[config.mk]
export PLATFORM = sky130hd
export DESIGN_NAME = multicycle_control_fsm
export DESIGN_NICKNAME = d
export VERILOG_FILES = /design/src/rtl/multicycle_control_fsm.sv
export SDC_FILE = /design/constraint.sdc
export NUM_CORES = 1
export LEC_CHECK = 0
export CAP_MARGIN = 20
export CORE_UTILIZATION = 40
export DETAILED_ROUTE_END_ITERATION = 12
export HOLD_SLACK_MARGIN = 0.1
export PLACE_DENSITY = 0.81
export SLEW_MARGIN = 20
export SYNTH_ARGS = -nofsm -noshare
export SYNTH_HDL_FRONTEND = slang
export SYNTH_SLANG_ARGS = --single-unit
[constraint.sdc]
create_clock -name clk -period 2.8 [get_ports clk]
set_input_delay 0.28 -clock clk [delete_from_list [all_inputs] [get_ports clk]]
set_output_delay 0.28 -clock clk [all_outputs]
set_load 0.05 [all_outputs]
[src/rtl/multicycle_control_fsm.sv]
// Main control FSM for the multi-cycle RV32I core: sequences IF/ID/EX/MEM/WB
// and drives datapath enables plus 2-bit mux selects.
// Ports: clk, reset_n (sync, active-low); opcode, bcond, halt_req, mem_ready in;
//        pc_write, i_or_d, mem_read, mem_write, ir_write, alu_src_a, alu_src_b,
//        alu_op, pc_source, mem_to_reg, reg_write, instr_done, is_halted out.
module multicycle_control_fsm #(
    parameter bit HALT_ON_ILLEGAL = 1'b0
) (
    input  logic       clk,
    input  logic       reset_n,
    input  logic [6:0] opcode,
    input  logic       bcond,
    input  logic       halt_req,
    input  logic       mem_ready,
    output logic       pc_write,
    output logic       i_or_d,
    output logic       mem_read,
    output logic       mem_write,
    output logic       ir_write,
    output logic       alu_src_a,
    output logic [1:0] alu_src_b,
    output logic [1:0] alu_op,
    output logic [1:0] pc_source,
    output logic [1:0] mem_to_reg,
    output logic       reg_write,
    output logic       instr_done,
    output logic       is_halted
);

    localparam logic [6:0] OP_R     = 7'b0110011;
    localparam logic [6:0] OP_I     = 7'b0010011;
    localparam logic [6:0] OP_LOAD  = 7'b0000011;
    localparam logic [6:0] OP_STORE = 7'b0100011;
    localparam logic [6:0] OP_BR    = 7'b1100011;
    localparam logic [6:0] OP_JAL   = 7'b1101111;
    localparam logic [6:0] OP_JALR  = 7'b1100111;
    localparam logic [6:0] OP_ECALL = 7'b1110011;

    typedef enum logic [2:0] {
        S_IF, S_ID, S_EX, S_MEM, S_WB, S_BR_TAKE, S_PC_INC, S_HALT
    } state_t;

    state_t state, nxt;

    logic is_r, is_i, is_ld, is_st, is_br, is_jal, is_jalr, is_ecall;
    logic legal;

    assign is_r     = (opcode == OP_R);
    assign is_i     = (opcode == OP_I);
    assign is_ld    = (opcode == OP_LOAD);
    assign is_st    = (opcode == OP_STORE);
    assign is_br    = (opcode == OP_BR);
    assign is_jal   = (opcode == OP_JAL);
    assign is_jalr  = (opcode == OP_JALR);
    assign is_ecall = (opcode == OP_ECALL);
    assign legal    = is_r | is_i | is_ld | is_st | is_br
                    | is_jal | is_jalr | is_ecall;

    always_ff @(posedge clk) begin
        if (!reset_n) state <= S_IF;
        else          state <= nxt;
    end

    always_comb begin
        nxt        = state;
        pc_write   = 1'b0;
        i_or_d     = 1'b0;
        mem_read   = 1'b0;
        mem_write  = 1'b0;
        ir_write   = 1'b0;
        alu_src_a  = 1'b0;
        alu_src_b  = 2'b00;
        alu_op     = 2'b00;
        pc_source  = 2'b00;
        mem_to_reg = 2'b00;
        reg_write  = 1'b0;
        is_halted  = 1'b0;

        unique case (state)
            S_IF: begin
                mem_read = 1'b1;
                ir_write = mem_ready;
                if (mem_ready) nxt = S_ID;
            end
            S_ID: begin
                // ALUOut <= PC+4, reused by JAL/JALR link and nops
                alu_src_b = 2'b01;
                if (is_ecall)
                    nxt = halt_req ? S_HALT : S_PC_INC;
                else if (!legal)
                    nxt = HALT_ON_ILLEGAL ? S_HALT : S_PC_INC;
                else
                    nxt = S_EX;
            end
            S_EX: begin
                unique case (1'b1)
                    is_r: begin
                        alu_src_a = 1'b1;
                        alu_op    = 2'b10;
                        nxt       = S_WB;
                    end
                    is_i: begin
                        alu_src_a = 1'b1;
                        alu_src_b = 2'b10;
                        alu_op    = 2'b11;
                        nxt       = S_WB;
                    end
                    is_ld, is_st: begin
                        alu_src_a = 1'b1;
                        alu_src_b = 2'b10;
                        nxt       = S_MEM;
                    end
                    is_br: begin
                        alu_src_a = 1'b1;
                        alu_op    = 2'b01;
                        if (bcond) begin
                            nxt = S_BR_TAKE;
                        end else begin
                            // not taken: PC <= ALUOut (PC+4 from ID)
                            pc_write  = 1'b1;
                            pc_source = 2'b01;
                            nxt       = S_IF;
                        end
                    end
                    is_jal, is_jalr: begin
                        // rd <= old ALUOut (PC+4) while PC <= live target
                        alu_src_a = is_jalr;
                        alu_src_b = 2'b10;
                        reg_write = 1'b1;
                        pc_write  = 1'b1;
                        nxt       = S_IF;
                    end
                    default: nxt = S_PC_INC;
                endcase
            end
            S_MEM: begin
                i_or_d    = 1'b1;
                mem_read  = is_ld;
                mem_write = !is_ld;
                if (mem_ready) nxt = is_ld ? S_WB : S_PC_INC;
            end
            S_WB: begin
                reg_write  = 1'b1;
                mem_to_reg = is_ld ? 2'b01 : 2'b00;
                alu_src_b  = 2'b01;
                pc_write   = 1'b1;
                nxt        = S_IF;
            end
            S_BR_TAKE: begin
                alu_src_b = 2'b10;
                pc_write  = 1'b1;
                nxt       = S_IF;
            end
            S_PC_INC: begin
                alu_src_b = 2'b01;
                pc_write  = 1'b1;
                nxt       = S_IF;
            end
            S_HALT: begin
                is_halted = 1'b1;
            end
        endcase

        // reset masks every output, including a pending memory request
        if (!reset_n) begin
            pc_write   = 1'b0;
            i_or_d     = 1'b0;
            mem_read   = 1'b0;
            mem_write  = 1'b0;
            ir_write   = 1'b0;
            alu_src_a  = 1'b0;
            alu_src_b  = 2'b00;
            alu_op     = 2'b00;
            pc_source  = 2'b00;
            mem_to_reg = 2'b00;
            reg_write  = 1'b0;
            is_halted  = 1'b0;
        end
    end

    assign instr_done = pc_write;

endmodule

; After elaboration in Yosys (flattened, before gate mapping)
; Cells that the tools add are included.
[word_totals]
output_inout_bits = 17
in_bits = 12
regBits = 3
word_cells = 78
[op_classes]
n_mux = 42
n_bitwise = 7
eq_ne = 17
n_reduce_logical = 11
[op_table]
columns = operator, n
row1 = $eq 7x7->1 const B, 4
row2 = $mux 1, 20
row3 = $mux 2, 8
row4 = $mux 3, 5
row5 = $pmux 3 s5, 1
row6 = $eq 7x6->1 const B, 2
row7 = $eq 3x3->1 const B, 4
row8 = $pmux 2 s3, 2
row9 = $pmux 3 s4, 1
row10 = $pmux 1 s2, 5
row11 = $reduce_or 5->1, 2
row12 = $eq 7x2->1 const B, 1
row13 = $eq 7x5->1 const B, 1
row14 = $or 1x1->1, 7
row15 = $eq 3x2->1 const B, 2
row16 = $reduce_or 2->1, 3
row17 = $reduce_or 3->1, 2
row18 = $reduce_bool 5->1, 1
row19 = $ne 2x2->1 const B, 2
row20 = $eq 3x1->1 const B, 1
row21 = $logic_not 3->1, 1
row22 = $reduce_and 3->1, 1
row23 = $logic_not 1->1, 1

; Depth between registers and ports, before layout
[depth]
word_depth = 11
mapped_depth = 6
mapped_depth_nobuf = 4

; Least setup slack after synthesis
; OpenSTA, ideal clock, no wires.
[synth_path]
kind = register -> output
startpoint = reg state[2]
endpoint = out pc_write
path_buffers = 2
slack_ns = 0.167
stages_incl_launch_ff = 7
arrival_ns = 2.353
required_ns = 2.520
path_cell_list = dfxtp_1 -> buf_6 -> or4b_4 -> nor4_2 -> o21ai_1 -> a21oi_1 -> buf_4
[synth_via]
elab_chain_len = 4
elab_cells_between_ends = 7
classes_between = eq/ne: 4 / mux: 2 / reduce/logical: 1
[synth_lines]
columns = element, line
row1 = from (decl), 43  ; state_t state, nxt;
row2 = from (signal assigned), 61  ; else state <= nxt;
row3 = $eq 3x3->1, 79  ; unique case (state)
row4 = $reduce_or 3->1 (no line), --
row5 = $pmux 1 s2 (*), 79
row6 = $mux 1 (*), 165  ; if (!reset_n) begin
row7 = to (decl), 15  ; output logic pc_write,
; Mark *: on every way between the ends. The rest lies on a longest branch, timed or not.

; Worst setup path in the final report
[layout_path]
startpoint = in opcode[4]
endpoint = out instr_done
[layout_via]
elab_chain_len = 5
elab_cells_between_ends = 7
classes_between = eq/ne: 3 / mux: 3 / reduce/logical: 1
[layout_lines]
columns = element, line
row1 = from (decl), 11  ; input logic [6:0] opcode,
row2 = $eq 7x7->1 (on tied branches), "53, 54"
row3 = $reduce_or 2->1, 96  ; unique case (1'b1)
row4 = $pmux 1 s2 (*), 96
row5 = $pmux 1 s2 (*), 79
row6 = $mux 1 (*), 165
row7 = to (decl), 26  ; output logic instr_done,
; Marks and branches as above.

==> metrics list <==
* Outcome: finished clean
- Number of flip-flops under the largest register name: 3
* Top cell types by occurrence after synthesis: sky130_fd_sc_hd__nor2_1 (10), sky130_fd_sc_hd__nand2_1 (9), sky130_fd_sc_hd__a21oi_1 (6), sky130_fd_sc_hd__buf_6 (4), sky130_fd_sc_hd__inv_1 (4)
- In the final routed layout, each cell accounts on average for 11.7 microns.
- Core ar.: 1350 sq um
- Averaged over all synthesized cells, the footprint is around 7 sq um.
* Count of filler cells inserted in the layout: around 120
- In the final layout, flip-flops and latches occupy 60.1 sq um.
- Largest net degree at the start of global routing: 12
- Post-synth EDFFs: 0
- For this run, the register share of the synthesized area comes to 0.100.
- Once layout is complete, the utilization of the core stands at 0.673.
* CTS sink count: 3
- Fraction of final layout cells with drive strength greater than 1: 0.218
- MaxCap Viol Count: 0
- From synthesis to final layout, the design area changed by 51.9%.
* DRC violations left: 0
* Most numerous cell in the Yosys netlist: sky130_fd_sc_hd__nor2_1
- Hold-fix buffers, CTS: 0
* Starting DRT DRC Count: 12
* Vias/cell: 5.64
- Yosys reg bits: 3
- The number of buffers and inverters on the critical path is 2.
- For this run, the leading register cell type out of synthesis is sky130_fd_sc_hd__dfxtp_1.
* Max rail drop VDD: ~320 uV
- Post-synthesis instance area: ~600 sq um
* Total wire length after detailed routing: about 1500 microns
- I/O Buffers: 26
* Routability cong.: just under 0.9
- The first detailed-routing pass took 4 iterations.
- Total Nets Final: ~120
- On the final layout, the worst hold slack is 654 ps.
- Detailed placer's ending HPWL: roughly 1200 microns
* CP max stage delay: ~550 ps
- OpenSTA, run right after detailed placement, puts the worst setup slack at around 250 ps.
- TritonCTS clock tree: built
- The netlist uses slightly above 40 different library cells.
- Cell class contributing the biggest share of worst-path delay: buffers and inverters
- The first global-routing pass estimated roughly 2400 microns of wire.
- Num CTS Buffers: 3
- The largest individual stage delay along the critical path comes from the cell sky130_fd_sc_hd__clkdlybuf4s50_1.
- Once detail routing completed, the nets flagged for antenna violations numbered 0.
- Yosys attributes the largest share of cell area to sky130_fd_sc_hd__dfxtp_1 (10%), sky130_fd_sc_hd__buf_6 (7.5%), sky130_fd_sc_hd__nor2_1 (6.3%).
- Across all layers, the routed design uses about 710 vias.
- Number of buffers added for setup after CTS: 0
* ANT cells: 0
* Effective utilization at floorplan: 0.443
- Yosys warns: 0
- The count of pins over their slew limit is 0.
- The multi-input combinational cells in the finished layout cover a total of 438 sq um.
- The cell count after synthesis came out at 86.
- Largest registers: state x3
- Clock latency on the worst-skew pair, taken at its later pin, is about 240 ps.
- Standard-cell rows: 13
- Type of the setup path with the least slack: in -> out
- The number of hold-slack violations in the final timing report came to 0.
- HP Class: reg -> reg
- Data on the critical path is required at its endpoint by around 2500 ps.
- Full die area: roughly 1700 sq um
* Type of element launching the critical path: primary input
- Number of I/O pins: 29
- GRT Residual Overflow: 0
* Unrepaired setup endpoints after global routing: false
* Number of antenna violations at the first check in global routing: 0
* Leading area contributor after synthesis: sky130_fd_sc_hd__dfxtp_1
- STA puts the critical path data arrival time at between 2000 and 2500 ps.
* H-tree level count: 1
* Static leakage: between 0.3 and 0.4 nW
* Peak Freq: slightly below 0.4 GHz
* Largest reg by FF count: state
* Setup TNS: 0 ps
- Clock skew after layout: between 0.9 and 1 ps
- Total setup violations reported at the end of the flow: 0
- Of the available clock period, the critical path in the final layout requires 0.909.
- For this run, asynchronously set or reset flops after synthesis account for 0.
* Power density relative to cell area: roughly 660 nW/um^2
- Traced cell by cell, the critical path runs through clkdlybuf4s50_1 -> or4b_4 -> nor4_2 -> o21ai_1 -> a21oi_1 -> buf_12.
- The worst path in the final design needs a cycle of ~2500 ps, including I/O delays and setup.
- Clock-pin slew of the registers on the worst-case setup and hold paths: 40 ps
* Maximum buffer depth of the clock tree: 2
* Fraction of synthesized cell area taken by the top area cell type: 0.100
- Once the clock tree was built, the resizer swapped 0 gates to a different size.
- Total global routing track utilization: 0.215
* Overall die height: roughly 41 microns
* Root Buffer: sky130_fd_sc_hd__clkbuf_4
- Number of global-route vias before repair: ~560
- STA classifies the critical path endpoint as an output pin.
- Die Span X: between 40 and 50 microns
- In this run the worst path has a maximum fanout of 9.
- Final WS setup: between 200 and 300 ps
metal layers:
| metal | vias up | part of all wire | GRT usage | routed length [microns] |
|---|---|---|---|---|
| met4 | 0 | 0.0096 | 0.100 | 14 |
| met1 | 311 | 0.43 | 0.260 | 631 |
| met5 | - | 0 | 0 | 0 |
| met2 | 37 | 0.50 | 0.381 | 726 |
| li1 | 355 | - | - | - |
| met3 | 2 | 0.062 | 0.0163 | 91 |
worst paths after layout:
kind              cells after the start                    end  slack, ps             startpoint
setup / recovery                      6             instr_done        260              opcode[4]
hold reg to reg                       2  state[1]$_SDFFE_PN0P_        650  state[0]$_SDFFE_PN0P_
setup reg to reg                      4  state[2]$_SDFFE_PN0P_       1260  state[0]$_SDFFE_PN0P_
hold / removal                        2  state[1]$_SDFFE_PN0P_        650  state[0]$_SDFFE_PN0P_
report_power, final:
part           internal [mW]  switching, mW  leakage, nW
Combinational          0.179          0.237        0.282
Sequential            0.0619         0.0448       0.0247
Clock                 0.0537         0.0268       0.0150
cells by family after synthesis:
kind of cell	synth area share
compound gates	0.264
buf+inv	0.174
flops	0.100
other cells	0.00627
simple gates	0.456
per-stage QoR:
stage          instances  power, mW  area, sq um
2_1_floorplan         87      0.417          602
3_3_place_gp         121      0.520          882
3_5_place_dp         121      0.523          882
4_1_cts              125      0.606          908
5_1_grt              125      0.652          908
6_report             125      0.604          908
tightest hold or removal path: stages (launching register included):
cell                       delay (ps)
sky130_fd_sc_hd__dfxtp_1          380
sky130_fd_sc_hd__inv_1            140
sky130_fd_sc_hd__a211oi_1          90
final cells by class:
cell class / count / area share
Clock buffer: 4 / 0.0289
Inverter: 4 / 0.0165
Multi-Input combinational cell: 71 / 0.482
Sequential cell: 3 / 0.0661
Tap cell: 15 / 0.0207
Timing Repair Buffer: 28 / 0.386
cell usage in the layout, fill, tap and decap left out, drive strengths merged:
| master | netlist | routed |
|---|---|---|
| nand2 | 10 | 10 |
| o41a | 1 | 1 |
| o21ai | 4 | 4 |
| and4 | 1 | 1 |
| or3 | 2 | 2 |
| o22ai | 1 | 1 |
| and2b | 1 | 1 |
| nand3 | 3 | 3 |
| nor3 | 3 | 3 |
| o311ai | 1 | 1 |
| nand2b | 1 | 1 |
| a21oi | 8 | 8 |
| clkdlybuf4s50 | 0 | 16 |
| dfxtp | 3 | 3 |
| nand4bb | 1 | 1 |
| nor3b | 3 | 3 |
| clkbuf | 2 | 4 |
| or3b | 1 | 1 |
| inv | 4 | 4 |
| or4b | 1 | 1 |
| nor2b | 1 | 1 |
| conb | 1 | 2 |
| buf | 7 | 12 |
| or2 | 1 | 1 |
| a32oi | 1 | 1 |
| nor2 | 11 | 11 |
| or2b | 1 | 1 |
| nand4 | 1 | 1 |
| a211oi | 2 | 2 |
| o31a | 1 | 1 |
| nor4 | 2 | 2 |
| and2 | 2 | 2 |
| o32ai | 2 | 2 |
| a21boi | 1 | 1 |
| a31oi | 1 | 1 |
Note: power is estimated with default switching activity, not from simulation.
